File: src/rtl/jtopl_chreg.sv
// Per-channel OPL register store and slot sequencer for 3*GROUPS channels.
// Optional 4-op pairing storage is enabled by defining JTOPL_4OP_EN.
module jtopl_chreg #(
    parameter int GROUPS = 3
) (
    input  logic       clk,
    input  logic       rst,
    input  logic       cen,
    input  logic [7:0] din,
    input  logic [2:0] sel_group,
    input  logic [1:0] sel_sub,
    input  logic       up_fnum_lo,
    input  logic       up_fnum_hi,
    input  logic       up_fbcon,
    input  logic       up_4op,
    output logic       busy,
    output logic       zero,
    output logic [2:0] group,
    output logic [2:0] subslot,
    output logic       op,
    output logic [9:0] fnum_I,
    output logic [2:0] block_I,
    output logic       keyon_I,
    output logic [2:0] fb_I,
    output logic       con_I,
    output logic       conn4_I
);

    localparam int NCH = 3 * GROUPS;
    localparam int CHW = $clog2(NCH);

    localparam logic [1:0] KIND_FHI   = 2'd0;
    localparam logic [1:0] KIND_FBCON = 2'd1;
    localparam logic [1:0] KIND_4OP   = 2'd2;

    logic [2:0] r_group;
    logic [2:0] r_subslot;

    logic       r_busy;
    logic [1:0] r_kind;
    logic [5:0] r_data;
    logic [2:0] r_sel_group;
    logic [1:0] r_sel_sub;
    logic [7:0] r_fnum_lo;

    logic [9:0] r_fnum  [0:NCH-1];
    logic [2:0] r_block [0:NCH-1];
    logic       r_keyon [0:NCH-1];
    logic [2:0] r_fb    [0:NCH-1];
    logic       r_con   [0:NCH-1];

    logic           w_strobe_4op;
    logic           w_capture;
    logic           w_commit;
    logic [1:0]     w_kind;
    logic [2:0]     w_sub_mod;
    logic [CHW-1:0] w_ch;
    logic [CHW-1:0] w_wr_ch;
    logic           w_last_sub;
    logic           w_last_group;

`ifdef JTOPL_4OP_EN
    assign w_strobe_4op = up_4op;
`else
    assign w_strobe_4op = 1'b0;
`endif

    assign w_last_sub   = (r_subslot == 3'd5);
    assign w_last_group = (r_group == 3'(GROUPS - 1));
    assign w_sub_mod    = (r_subslot >= 3'd3) ? r_subslot - 3'd3 : r_subslot;
    assign w_ch         = CHW'(int'(r_group) * 3 + int'(w_sub_mod));
    assign w_wr_ch      = CHW'(int'(r_sel_group) * 3 + int'(r_sel_sub));

    // Only one write may be in flight; later strobes are dropped, not queued.
    assign w_capture = !r_busy && (up_fnum_hi || up_fbcon || w_strobe_4op);
    // An out-of-range group never equals r_group, so such a write stays pending.
    assign w_commit  = cen && r_busy && (r_group == r_sel_group)
                     && (r_subslot == {1'b0, r_sel_sub});

    // NOTE: every variable assigned in always_comb gets a default first so no latch is inferred.
    always_comb begin
        w_kind = KIND_4OP;
        if (up_fnum_hi)
            w_kind = KIND_FHI;
        else if (up_fbcon)
            w_kind = KIND_FBCON;
    end

    // NOTE: sequential state uses non-blocking assignments so all registers update together.
    always_ff @(posedge clk) begin
        if (rst) begin
            r_group   <= 3'd0;
            r_subslot <= 3'd0;
        end else if (cen) begin
            if (w_last_sub) begin
                r_subslot <= 3'd0;
                r_group   <= w_last_group ? 3'd0 : r_group + 3'd1;
            end else begin
                r_subslot <= r_subslot + 3'd1;
            end
        end
    end

    always_ff @(posedge clk) begin
        if (rst) begin
            r_busy      <= 1'b0;
            r_kind      <= KIND_FHI;
            r_data      <= 6'd0;
            r_sel_group <= 3'd0;
            r_sel_sub   <= 2'd0;
            r_fnum_lo   <= 8'd0;
        end else begin
            if (up_fnum_lo)
                r_fnum_lo <= din;
            if (w_capture) begin
                r_busy      <= 1'b1;
                r_kind      <= w_kind;
                r_data      <= din[5:0];
                r_sel_group <= sel_group;
                r_sel_sub   <= sel_sub;
            end else if (w_commit) begin
                r_busy <= 1'b0;
            end
        end
    end

    // NOTE: the channel store is reset explicitly because every field must read 0 after reset.
    always_ff @(posedge clk) begin
        if (rst) begin
            for (int i = 0; i < NCH; i++) begin
                r_fnum[i]  <= 10'd0;
                r_block[i] <= 3'd0;
                r_keyon[i] <= 1'b0;
                r_fb[i]    <= 3'd0;
                r_con[i]   <= 1'b0;
            end
        end else if (w_commit) begin
            case (r_kind)
                KIND_FHI: begin
                    r_fnum[w_wr_ch]  <= {r_data[1:0], r_fnum_lo};
                    r_block[w_wr_ch] <= r_data[4:2];
                    r_keyon[w_wr_ch] <= r_data[5];
                end
                KIND_FBCON: begin
                    r_fb[w_wr_ch]  <= r_data[3:1];
                    r_con[w_wr_ch] <= r_data[0];
                end
                default: ;
            endcase
        end
    end

`ifdef JTOPL_4OP_EN
    localparam int NPAIR      = NCH / 2;
    localparam int NPAIR_USED = (NPAIR < 6) ? NPAIR : 6;

    logic [NPAIR_USED-1:0] r_pair;
    logic                  w_unused;

    assign w_unused = ^din[7:6];

    always_ff @(posedge clk) begin
        if (rst)
            r_pair <= '0;
        else if (w_commit && r_kind == KIND_4OP)
            r_pair <= r_data[NPAIR_USED-1:0];
    end

    // Pair p joins channel c=(p/3)*9+(p%3) with channel c+3.
    always_comb begin
        conn4_I = 1'b0;
        for (int p = 0; p < NPAIR_USED; p++) begin
            if (r_pair[p] && (int'(w_ch) == (p / 3) * 9 + (p % 3)
                           || int'(w_ch) == (p / 3) * 9 + (p % 3) + 3))
                conn4_I = 1'b1;
        end
    end
`else
    logic w_unused;

    assign w_unused = ^{din[7:6], up_4op};
    assign conn4_I  = 1'b0;
`endif

    assign busy    = r_busy;
    assign group   = r_group;
    assign subslot = r_subslot;
    assign zero    = (r_group == 3'd0) && (r_subslot == 3'd0);
    assign op      = (r_subslot >= 3'd3);
    assign fnum_I  = r_fnum[w_ch];
    assign block_I = r_block[w_ch];
    assign keyon_I = r_keyon[w_ch];
    assign fb_I    = r_fb[w_ch];
    assign con_I   = r_con[w_ch];

endmodule

File: config.mk
export PLATFORM = sky130hd
export DESIGN_NAME = jtopl_chreg
export DESIGN_NICKNAME = d
export VERILOG_FILES = /design/src/rtl/jtopl_chreg.sv
export SDC_FILE = /design/constraint.sdc
export NUM_CORES = 1
export LEC_CHECK = 0
export ABC_CLOCK_PERIOD_IN_PS = 10840
export BUFFER_PORTS_ARGS = -buffer_cell sky130_fd_sc_hd__buf_2
export CAP_MARGIN = 15
export CORE_ASPECT_RATIO = 0.75
export CORE_MARGIN = 3
export CORE_UTILIZATION = 55
export CTS_CLUSTER_DIAMETER = 200
export DETAILED_ROUTE_END_ITERATION = 16
export PLACE_DENSITY = 0.72
export SLEW_MARGIN = 10
export SYNTH_ARGS = -nofsm -noshare
export SYNTH_HDL_FRONTEND = slang
export SYNTH_SLANG_ARGS = --single-unit
File: constraint.sdc
create_clock -name clk -period 10.84 [get_ports clk]
set_input_delay 0.542 -clock clk [delete_from_list [all_inputs] [get_ports clk]]
set_output_delay 0.542 -clock clk [all_outputs]
set_load 0.02 [all_outputs]
==> impl_metrics.tcl, run 1 <==
set metrics [dict create \
    status "finished clean" \
    hp-class "in -> reg" \
    nFillCells 1761 \
    fmax_ghz 0.190 \
    drc 0 \
    cp.arrival_ns 4.72 \
    power.leakage_nw 5.08 \
    track_usage_pct 23.3 \
    setup_tns_ns 0 \
    finish.utilization_pct 62.5 \
    hold_viol_final 0 \
    finalSetupViolations 0 \
    wl_per_cell_um 24.0 \
    placed_area_sq_um 14200 \
    design_area_sq_um 15100 \
    hold_start "up_fnum_hi" \
    core_sq_um 24100 \
    synth_async_sr_flop_share_pct 0 \
    cp_slowest_stage_delay_ns 0.79 \
    grt-ovfl-total 0 \
    syn_inst 863 \
    first_pass_iters 5 \
    r2r_start "r_sel_group[1]" \
    critPathRequiredTime_ns 10.30 \
    antenna_found_initial 0 \
    gp_congestion 0.810 \
    fin_ws_ns 5.58 \
    boundaryPins 48 \
    vias_per_cell 6.08 \
    reg2reg_setup_slack_ns 7.08 \
    cts_made_buffers 29 \
    clk_pin_slew_ns 0.06 \
    synthTopCellsByArea "edfxtp_1 64%, mux4_2 12%, dfxtp_1 4.1%" \
    die_area_sq_um 26600 \
    io_buffers 45 \
    chipHeight_um 142 \
    min_period_ns 5.26 \
    rr_endpoint "r_fnum[9][9]" \
    holdPathStages 2 \
    regArea_sq_um 9210 \
    critPathMaxFanout 18 \
    totalWireLength_um 30300 \
    ctsHoldBuffers 0 \
    via_count 7696 \
    antenna_left 0 \
    grt_pass1_wl_um 46600 \
    worstMarginPinSlew_ns 1.10 \
    rr_worst_depth 7 \
    ys.flop_type "edfxtp_1" \
    initial_core_util_pct 56.2 \
    synth.most_common_cell "edfxtp_1" \
    dieWidth_um 187 \
    synth_top_area_share_pct 63.9 \
    synth_area_sq_um 13500 \
    drt_iter0_drc 838 \
    cts_buffer_depth 3 \
    dp_worst_setup_slack_ns 6.11 \
    cts.repair.resized 0 \
    rsz0062_at_grt "false" \
    maxSlewViolCount 0 \
    drv_cap 0 \
    synth-seq-cells 316 \
    drive_above_1_share_pct 20.9 \
    final.setup_skew_ns 0.00793 \
    cp_slowest_cell "and2_1" \
    ys_seq_area_share_pct 68.0 \
    cts_tree "done" \
    start_kind "flip-flop" \
    cts_root_buf "clkbuf_16" \
    cts_sinks 316 \
    end_kind "output pin" \
    final_nets 949 \
    ys_types 41 \
    finalCritPeriodShare_pct 48.5 \
    hold_end "r_kind[0]" \
    synth_edf_count 288 \
    timing.slew.headroom_pct 25.8 \
    dp.final_hpwl_um 19400 \
    fp-row-count 49 \
    diodes 0 \
    grt_pass1_vias 7599 \
    cp_cell_sequence "ha_1, ha_1, nor2_1, o21ai_0, nand2_1, o21ai_0, fa_1, ha_4, inv_1, fa_1, xor3_1, and2_1, a221o_1, buf_2" \
    cts_max_level 1 \
    syn-num-nets 900 \
    avgSynthCellArea_sq_um 15.7 \
    cts_setup_buffers 0 \
    ir_worst_vdd_uv 125 \
    grt_max_degree 73 \
    critPathKind "reg -> out" \
    synth_top_cell_by_area "edfxtp_1" \
    area_growth_pct 11.3 \
    power_density_nw_per_um2 178 \
    insertion_delay_ns 0.54 \
    ys_top_cells_by_count "288 x edfxtp_1, 126 x nor2_1, 72 x mux4_2, 65 x nand2_1, 63 x and2_1" \
    yosys_warnings 0 \
    multi_input_area_sq_um 4110 \
]
## stage by stage
stage          power, mW  cells  hold WS (ns)
6_report            2.68   1266         0.212
3_5_place_dp        1.73   1210         0.485
3_3_place_gp        1.73   1210         0.482
2_1_floorplan       1.63    863         0.465
5_1_grt             2.77   1266         0.231
4_1_cts             2.69   1264         0.194
## how the worst max path moves through the flow
stage	from	to
after detailed placement	subslot[0]	block_I[2]
after global routing	subslot[0]	block_I[2]
after global placement	subslot[0]	fnum_I[1]
after floorplan	subslot[0]	fb_I[1]
after CTS	subslot[0]	block_I[2]
final	subslot[0]	block_I[2]
## cell usage in the layout (no fill, tap or decap), types with 11 or more instances in the layout
cell type	synthesis	routed
a21oi_1	17	17
clkinv_1	0	13
mux4_2	72	72
dfxtp_1	28	28
clkbuf_16	0	29
inv_1	12	12
nand2_1	65	65
and2_1	63	63
o21ai_1	4	11
a221o_1	18	18
edfxtp_1	288	288
buf_2	19	45
nor2_1	126	125
a22o_1	18	18
buf_4	1	21
## layout make-up
| class | count | share of cell area, % |
|---|---|---|
| sequential | 316 | 61.1 |
| clock inverter | 23 | 1.05 |
| tap | 331 | 2.75 |
| clock buffer | 31 | 4.87 |
| inverter | 12 | 0.299 |
| timing repair buffer | 67 | 2.62 |
| multi-input combinational | 486 | 27.3 |
## where the power goes
part	leakage, nW	internal (mW)	switching, mW
logic	1.57	0.132	0.189
registers	3.08	1.36	0.0304
clock network	0.437	0.535	0.432
## registers in the layout (all words and copies together) (netlist names), 6 cells and up
register and cells:
r_fnum 160, r_con 16, r_data 6, r_fb 48, r_fnum_lo 8, r_block 48
r_keyon 16
## logic make-up after synthesis
kind of cell / after synthesis / synth area share [%]
xor gates and xnor gates: 9 / 0.795
other: 1 / 0.0277
AOI/OAI and AO/OA: 77 / 4.07
and+or+nand+nor: 300 / 10.5
DFF: 316 / 68.0
adders and majority gates: 17 / 1.85
buffers and inverters: 61 / 2.01
muxes: 82 / 12.7
## per-layer routing
| layer | part of all wire, % | up-vias | track usage, % |
|---|---|---|---|
| li1 | - | 3393 | - |
| met1 | 44 | 3853 | 37.2 |
| met2 | 42 | 411 | 33.0 |
| met3 | 12 | 39 | 5.75 |
| met4 | 1.7 | 0 | 4.33 |
| met5 | 0 | - | 0 |
## worst max-delay path: cells and delay by family, from the launching register on
family          cells  cell delay (ns)
simple gates        3             1.04
compound gates      3             0.65
fa+ha+maj           5             1.54
buf+inv             2             0.22
xor+xnor            1             0.31
flops               1             0.40
No activity file was read; power rests on OpenSTA's default activity.
==> inputs of run 2 (changes only) <==
--- a/config.mk
+++ b/config.mk
@@ -5,7 +5,7 @@
 export SDC_FILE = /design/constraint.sdc
 export NUM_CORES = 1
 export LEC_CHECK = 0
-export ABC_CLOCK_PERIOD_IN_PS = 10840
+export ABC_CLOCK_PERIOD_IN_PS = 4500
 export BUFFER_PORTS_ARGS = -buffer_cell sky130_fd_sc_hd__buf_2
 export CAP_MARGIN = 15
 export CORE_ASPECT_RATIO = 0.75
@@ -13,7 +13,7 @@
 export CORE_UTILIZATION = 55
 export CTS_CLUSTER_DIAMETER = 200
 export DETAILED_ROUTE_END_ITERATION = 16
-export PLACE_DENSITY = 0.72
+export PLACE_DENSITY = 0.75
 export SLEW_MARGIN = 10
 export SYNTH_ARGS = -nofsm -noshare
 export SYNTH_HDL_FRONTEND = slang
==> constraint.sdc (replaced) <==
create_clock -name clk -period 4.5 [get_ports clk]
set_input_delay 0.225 -clock clk [delete_from_list [all_inputs] [get_ports clk]]
set_output_delay 0.225 -clock clk [all_outputs]
set_load 0.02 [all_outputs]
==> impl_metrics.tcl, run 2 (synthesized netlist as in run 1, its figures left out) <==
set metrics [dict create \
    status "finished clean" \
    regArea_sq_um 9220 \
    maxSlewViolCount 0 \
    via_count 7841 \
    dp.cells 1222 \
    drive_above_1_share_pct 23.4 \
    cp_slowest_cell "fa_1" \
    cp_slowest_stage_delay_ns 0.53 \
    clk_pin_slew_ns 0.06 \
    critPathMaxFanout 18 \
    dp_worst_setup_slack_ns 0.141 \
    final_nets 978 \
    r2r_start "r_sel_group[1]" \
    totalWireLength_um 29900 \
    multi_input_area_sq_um 4150 \
    mostFrequentLayoutCells "288 x edfxtp_1, 125 x nor2_1, 72 x mux4_2" \
    critPathRequiredTime_ns 4.28 \
    finish.utilization_pct 64.3 \
    stdcell_count 1295 \
    wl_per_cell_um 23.1 \
    cts_sinks 316 \
    boundaryPins 48 \
    end_kind "output pin" \
    antenna_left 0 \
    antenna_found_initial 0 \
    initial_core_util_pct 56.2 \
    design_area_sq_um 15500 \
    final.setup_skew_ns 0.0142 \
    fin_ws_ns 0.117 \
    worstMarginPinSlew_ns 0.902 \
    power.leakage_nw 5.29 \
    rr_worst_depth 7 \
    grt_pass1_vias 7812 \
    cp.arrival_ns 4.16 \
    fmax_ghz 0.228 \
    fp-row-count 49 \
    finalSetupViolations 0 \
    first_pass_iters 5 \
    drc 0 \
    reg2reg_setup_slack_ns 0.84 \
    crit_path_end "fnum_I[2]" \
    drt_iter0_drc 908 \
    dp.final_hpwl_um 20200 \
    timing.hold.ws_ns 0.0528 \
    grt-ovfl-total 0 \
    core_sq_um 24100 \
    cts_made_buffers 29 \
    grt_pass1_wl_um 47400 \
    rr_endpoint "r_fb[13][2]" \
    vias_per_cell 6.05 \
    cts_root_buf "clkbuf_16" \
    cts_max_level 1 \
    dieWidth_um 187 \
    drv_cap 0 \
    placed_area_sq_um 14300 \
    hp-class "in -> reg" \
    min_period_ns 4.38 \
    top_regs "r_fnum: 160 flops, r_block: 48 flops, r_fb: 48 flops" \
    cts_buffer_depth 3 \
    diodes 0 \
    largest-register "r_fnum" \
    io_buffers 45 \
    finalCritPeriodShare_pct 97.4 \
    cpMostUsedCell "ha_1" \
    final_common_cell "edfxtp_1" \
    die_area_sq_um 26600 \
    gp_congestion 0.919 \
    critPathKind "reg -> out" \
    ir_worst_vdd_uv 273 \
    largest_reg_flops 160 \
    area_growth_pct 14.4 \
    design_power_total_mw 6.71 \
    startpoint "subslot[0]" \
    power_density_nw_per_um2 433 \
    nFillCells 1666 \
    start_kind "flip-flop" \
    chipHeight_um 142 \
    insertion_delay_ns 0.55 \
    setup_tns_ns 0 \
    cts_tree "done" \
    grt_max_degree 31 \
    hold_viol_final 0 \
    timing.slew.headroom_pct 39.4 \
    cp_cell_sequence "ha_1, ha_1, nor2_2, o21ai_2, nand2_1, o21ai_1, fa_1, ha_4, inv_1, fa_2, xnor3_2, and2_4, buf_6, a22o_4, a221o_1, buf_4" \
    track_usage_pct 23.2 \
]
run 2: area by class of cell:
type,instances,area share (%)
Clock buffer,32,4.76
Sequential cell,316,59.5
Clock inverter,22,1.56
Timing Repair Buffer,96,4.45
Inverter,12,0.291
Multi-Input combinational cell,486,26.8
Tap cell,331,2.67
run 2: worst min-delay path by stage:
| stage | start | to | slack, ns | cells past startpoint |
|---|---|---|---|---|
| 2_1_floorplan | up_fnum_hi | r_kind[0] | 0.33 | 1 |
| 3_3_place_gp | up_fnum_hi | r_kind[0] | 0.44 | 2 |
| 3_5_place_dp | up_fnum_hi | r_kind[0] | 0.44 | 2 |
| 4_1_cts | cen | subslot[0] | 0.03 | 3 |
| 5_1_grt | cen | subslot[0] | 0.07 | 3 |
| 6_report | cen | subslot[2] | 0.05 | 3 |
run 2: power breakdown:
part | total, mW | switching (mW) | internal [mW]
logic | 0.828 | 0.470 | 0.357
clock network | 2.54 | 1.07 | 1.47
registers | 3.34 | 0.0716 | 3.27
total | 6.71 | 1.62 | 5.10
run 2: layer usage:
| metal | global-route usage, % | routed length (um) |
|---|---|---|
| met1 | 37.7 | 13500 |
| met2 | 32.7 | 12500 |
| met3 | 5.53 | 3400 |
| met4 | 3.74 | 442 |
| met5 | 0 | 0 |
run 2: timing repair:
action,CTS,global route
setup endpoints to repair,18,18
resized for setup,12,5
hold endpoints to repair,20,0
gates cloned,0,0
buffers inserted,0,4
pin swaps,1,3
hold buffers,15,0
run 2: critical path: cells and delay by family (launching register included):
kind            cells  cell delay, ns
simple gates        3            0.42
compound gates      4            0.74
fa+ha+maj           5            1.41
flops               1            0.36
buf+inv             3            0.36
xor+xnor            1            0.30
==> inputs of run 3 (changes only) <==
--- a/config.mk
+++ b/config.mk
@@ -8,7 +8,7 @@
 export ABC_CLOCK_PERIOD_IN_PS = 4500
 export BUFFER_PORTS_ARGS = -buffer_cell sky130_fd_sc_hd__buf_2
 export CAP_MARGIN = 15
-export CORE_ASPECT_RATIO = 0.75
+export CORE_ASPECT_RATIO = 0.6
 export CORE_MARGIN = 3
 export CORE_UTILIZATION = 55
 export CTS_CLUSTER_DIAMETER = 200
==> impl_metrics.tcl, run 3 (synthesized netlist as in run 1, its figures left out) <==
set metrics [dict create \
    totalWireLength_um 33800 \
    intPower_mw 4.98 \
    grt-ovfl-total 0 \
    critPathBufInv 2 \
    r2r_start "r_sel_group[0]" \
    cts_buffer_depth 3 \
    die_area_sq_um 26600 \
    hold_start "up_fbcon" \
    hp-class "in -> reg" \
    nFillCells 1653 \
    antenna_left 0 \
    fin_ws_ns 0.116 \
    p_sw_mw 1.62 \
    vias_per_cell 6.32 \
    pwr-share-comb_pct 12.9 \
    clk_pin_slew_ns 0.06 \
    largest_reg_flops 160 \
    gp_congestion 0.869 \
    p_sw_share_pct 24.5 \
    drt_iter0_drc 1049 \
    final_common_cell "edfxtp_1" \
    chipHeight_um 128 \
    final_nets 990 \
    end_kind "output pin" \
    startpoint "subslot[1]" \
    cp_cell_sequence "ha_1, ha_1, nor2_2, o21ai_2, nand2_1, o21ai_0, fa_1, ha_4, inv_1, fa_2, xnor3_2, and2_4, a22o_1, a221o_1, buf_2" \
    critPathKind "reg -> out" \
    dp_worst_setup_slack_ns 0.247 \
    grt_max_degree 38 \
    antenna_found_initial 0 \
    diodes 0 \
    top_regs "r_fnum: 160 flops, r_block: 48 flops, r_fb: 48 flops" \
    cts_sinks 316 \
    cts_max_level 1 \
    area_growth_pct 14.2 \
    boundaryPins 48 \
    cts_root_buf "clkbuf_16" \
    hold_viol_final 0 \
    largest-register "r_fnum" \
    finalSetupViolations 0 \
    mostFrequentLayoutCells "288 x edfxtp_1, 125 x nor2_1, 72 x mux4_2" \
    cp.arrival_ns 4.16 \
    seqPwrFrac_pct 50.7 \
    worstMarginPinSlew_ns 0.989 \
    cp_slowest_stage_delay_ns 0.58 \
    drc 0 \
    via_count 8131 \
    crit_family "adder cells" \
    p_clk_share_pct 36.4 \
    cts_made_buffers 29 \
    final.setup_skew_ns 0.0224 \
    setup_tns_ns 0 \
    maxSlewViolCount 0 \
    drive_above_1_share_pct 23.6 \
    power_density_nw_per_um2 427 \
    grt_pass1_wl_um 49500 \
    track_usage_pct 25.2 \
    critPathMaxFanout 5 \
    dieWidth_um 209 \
    critPathRequiredTime_ns 4.28 \
    grt_pass1_vias 7807 \
    fp-row-count 43 \
    dp.final_hpwl_um 22200 \
    ir_worst_vdd_uv 292 \
    min_period_ns 4.38 \
    timing.slew.headroom_pct 34.0 \
    cp_slowest_cell "fa_1" \
    first_pass_iters 6 \
    wl_per_cell_um 26.2 \
    drv_cap 0 \
    io_buffers 45 \
    insertion_delay_ns 0.57 \
    cts_tree "done" \
    start_kind "flip-flop" \
    status "finished clean" \
    finalCritPeriodShare_pct 97.4 \
    core_sq_um 23600 \
    power.leakage_nw 5.31 \
    fmax_ghz 0.228 \
    cpMostUsedCell "ha_1" \
    initial_core_util_pct 57.3 \
]
==> run 3: routing by layer <==
layer	share of wire [%]	track usage, %	vias to the layer above
li1	-	-	3450
met1	42	39.3	4078
met2	39	32.1	547
met3	16	11.6	56
met4	2.4	5.86	0
met5	0	0	-
==> run 3: power by group through the flow <==
stage,registers [mW],clock network [mW],logic (mW)
detailed placement,3.40,0,0.804
finish,3.34,2.40,0.849
floorplan,3.37,0,0.552
global placement,3.40,0,0.795
global route,3.35,2.54,0.904
CTS,3.34,2.44,0.816
==> run 3: stage by stage <==
| step | utilization [%] | std cells | cell area (sq um) | hold WS [ns] | total power [mW] |
|---|---|---|---|---|---|
| floorplan | - | 863 | 13500 | 0.325 | 3.92 |
| global placement | 60.5 | 1210 | 14300 | 0.433 | 4.19 |
| detailed placement | 60.5 | 1210 | 14300 | 0.443 | 4.21 |
| CTS | 65.0 | 1274 | 15300 | 0.00480 | 6.59 |
| global route | 65.4 | 1287 | 15500 | 0.0337 | 6.80 |
| finish | 65.4 | 1287 | 15500 | 0.0201 | 6.60 |
==> run 3: worst paths after layout <==
kind / endpoint / slack [ns] / cells past startpoint
hold / removal: r_kind[0] / 0.02 / 3
setup / recovery: fnum_I[0] / 0.12 / 15
hold reg to reg: r_kind[1] / 0.49 / 1
setup reg to reg: r_fb[5][1] / 0.77 / 7
==> run 3: what timing repair did <==
item,CTS,global route
pin swaps,0,3
setup endpoints to repair,18,18
cloned,0,2
hold buffers,14,0
endpoints found under the hold margin,20,0
resized for setup,3,10
buffers inserted,0,11
==> run 3: area by class of cell <==
| type | count | area, sq um | area share, % |
|---|---|---|---|
| flip-flops and latches | 316 | 9210 | 59.6 |
| multi-input cells | 488 | 4140 | 26.8 |
| clock buffers | 41 | 842 | 5.45 |
| repair buffers | 106 | 747 | 4.83 |
| well taps | 315 | 394 | 2.55 |
| clock inverters | 9 | 75.1 | 0.486 |
| inverters | 12 | 45.0 | 0.291 |
==> run 3: tightest hold or removal path, cell delays in order <==
cell	delay (ns)
buf_2	0.11
a21oi_1	0.14
a211oi_1	0.05
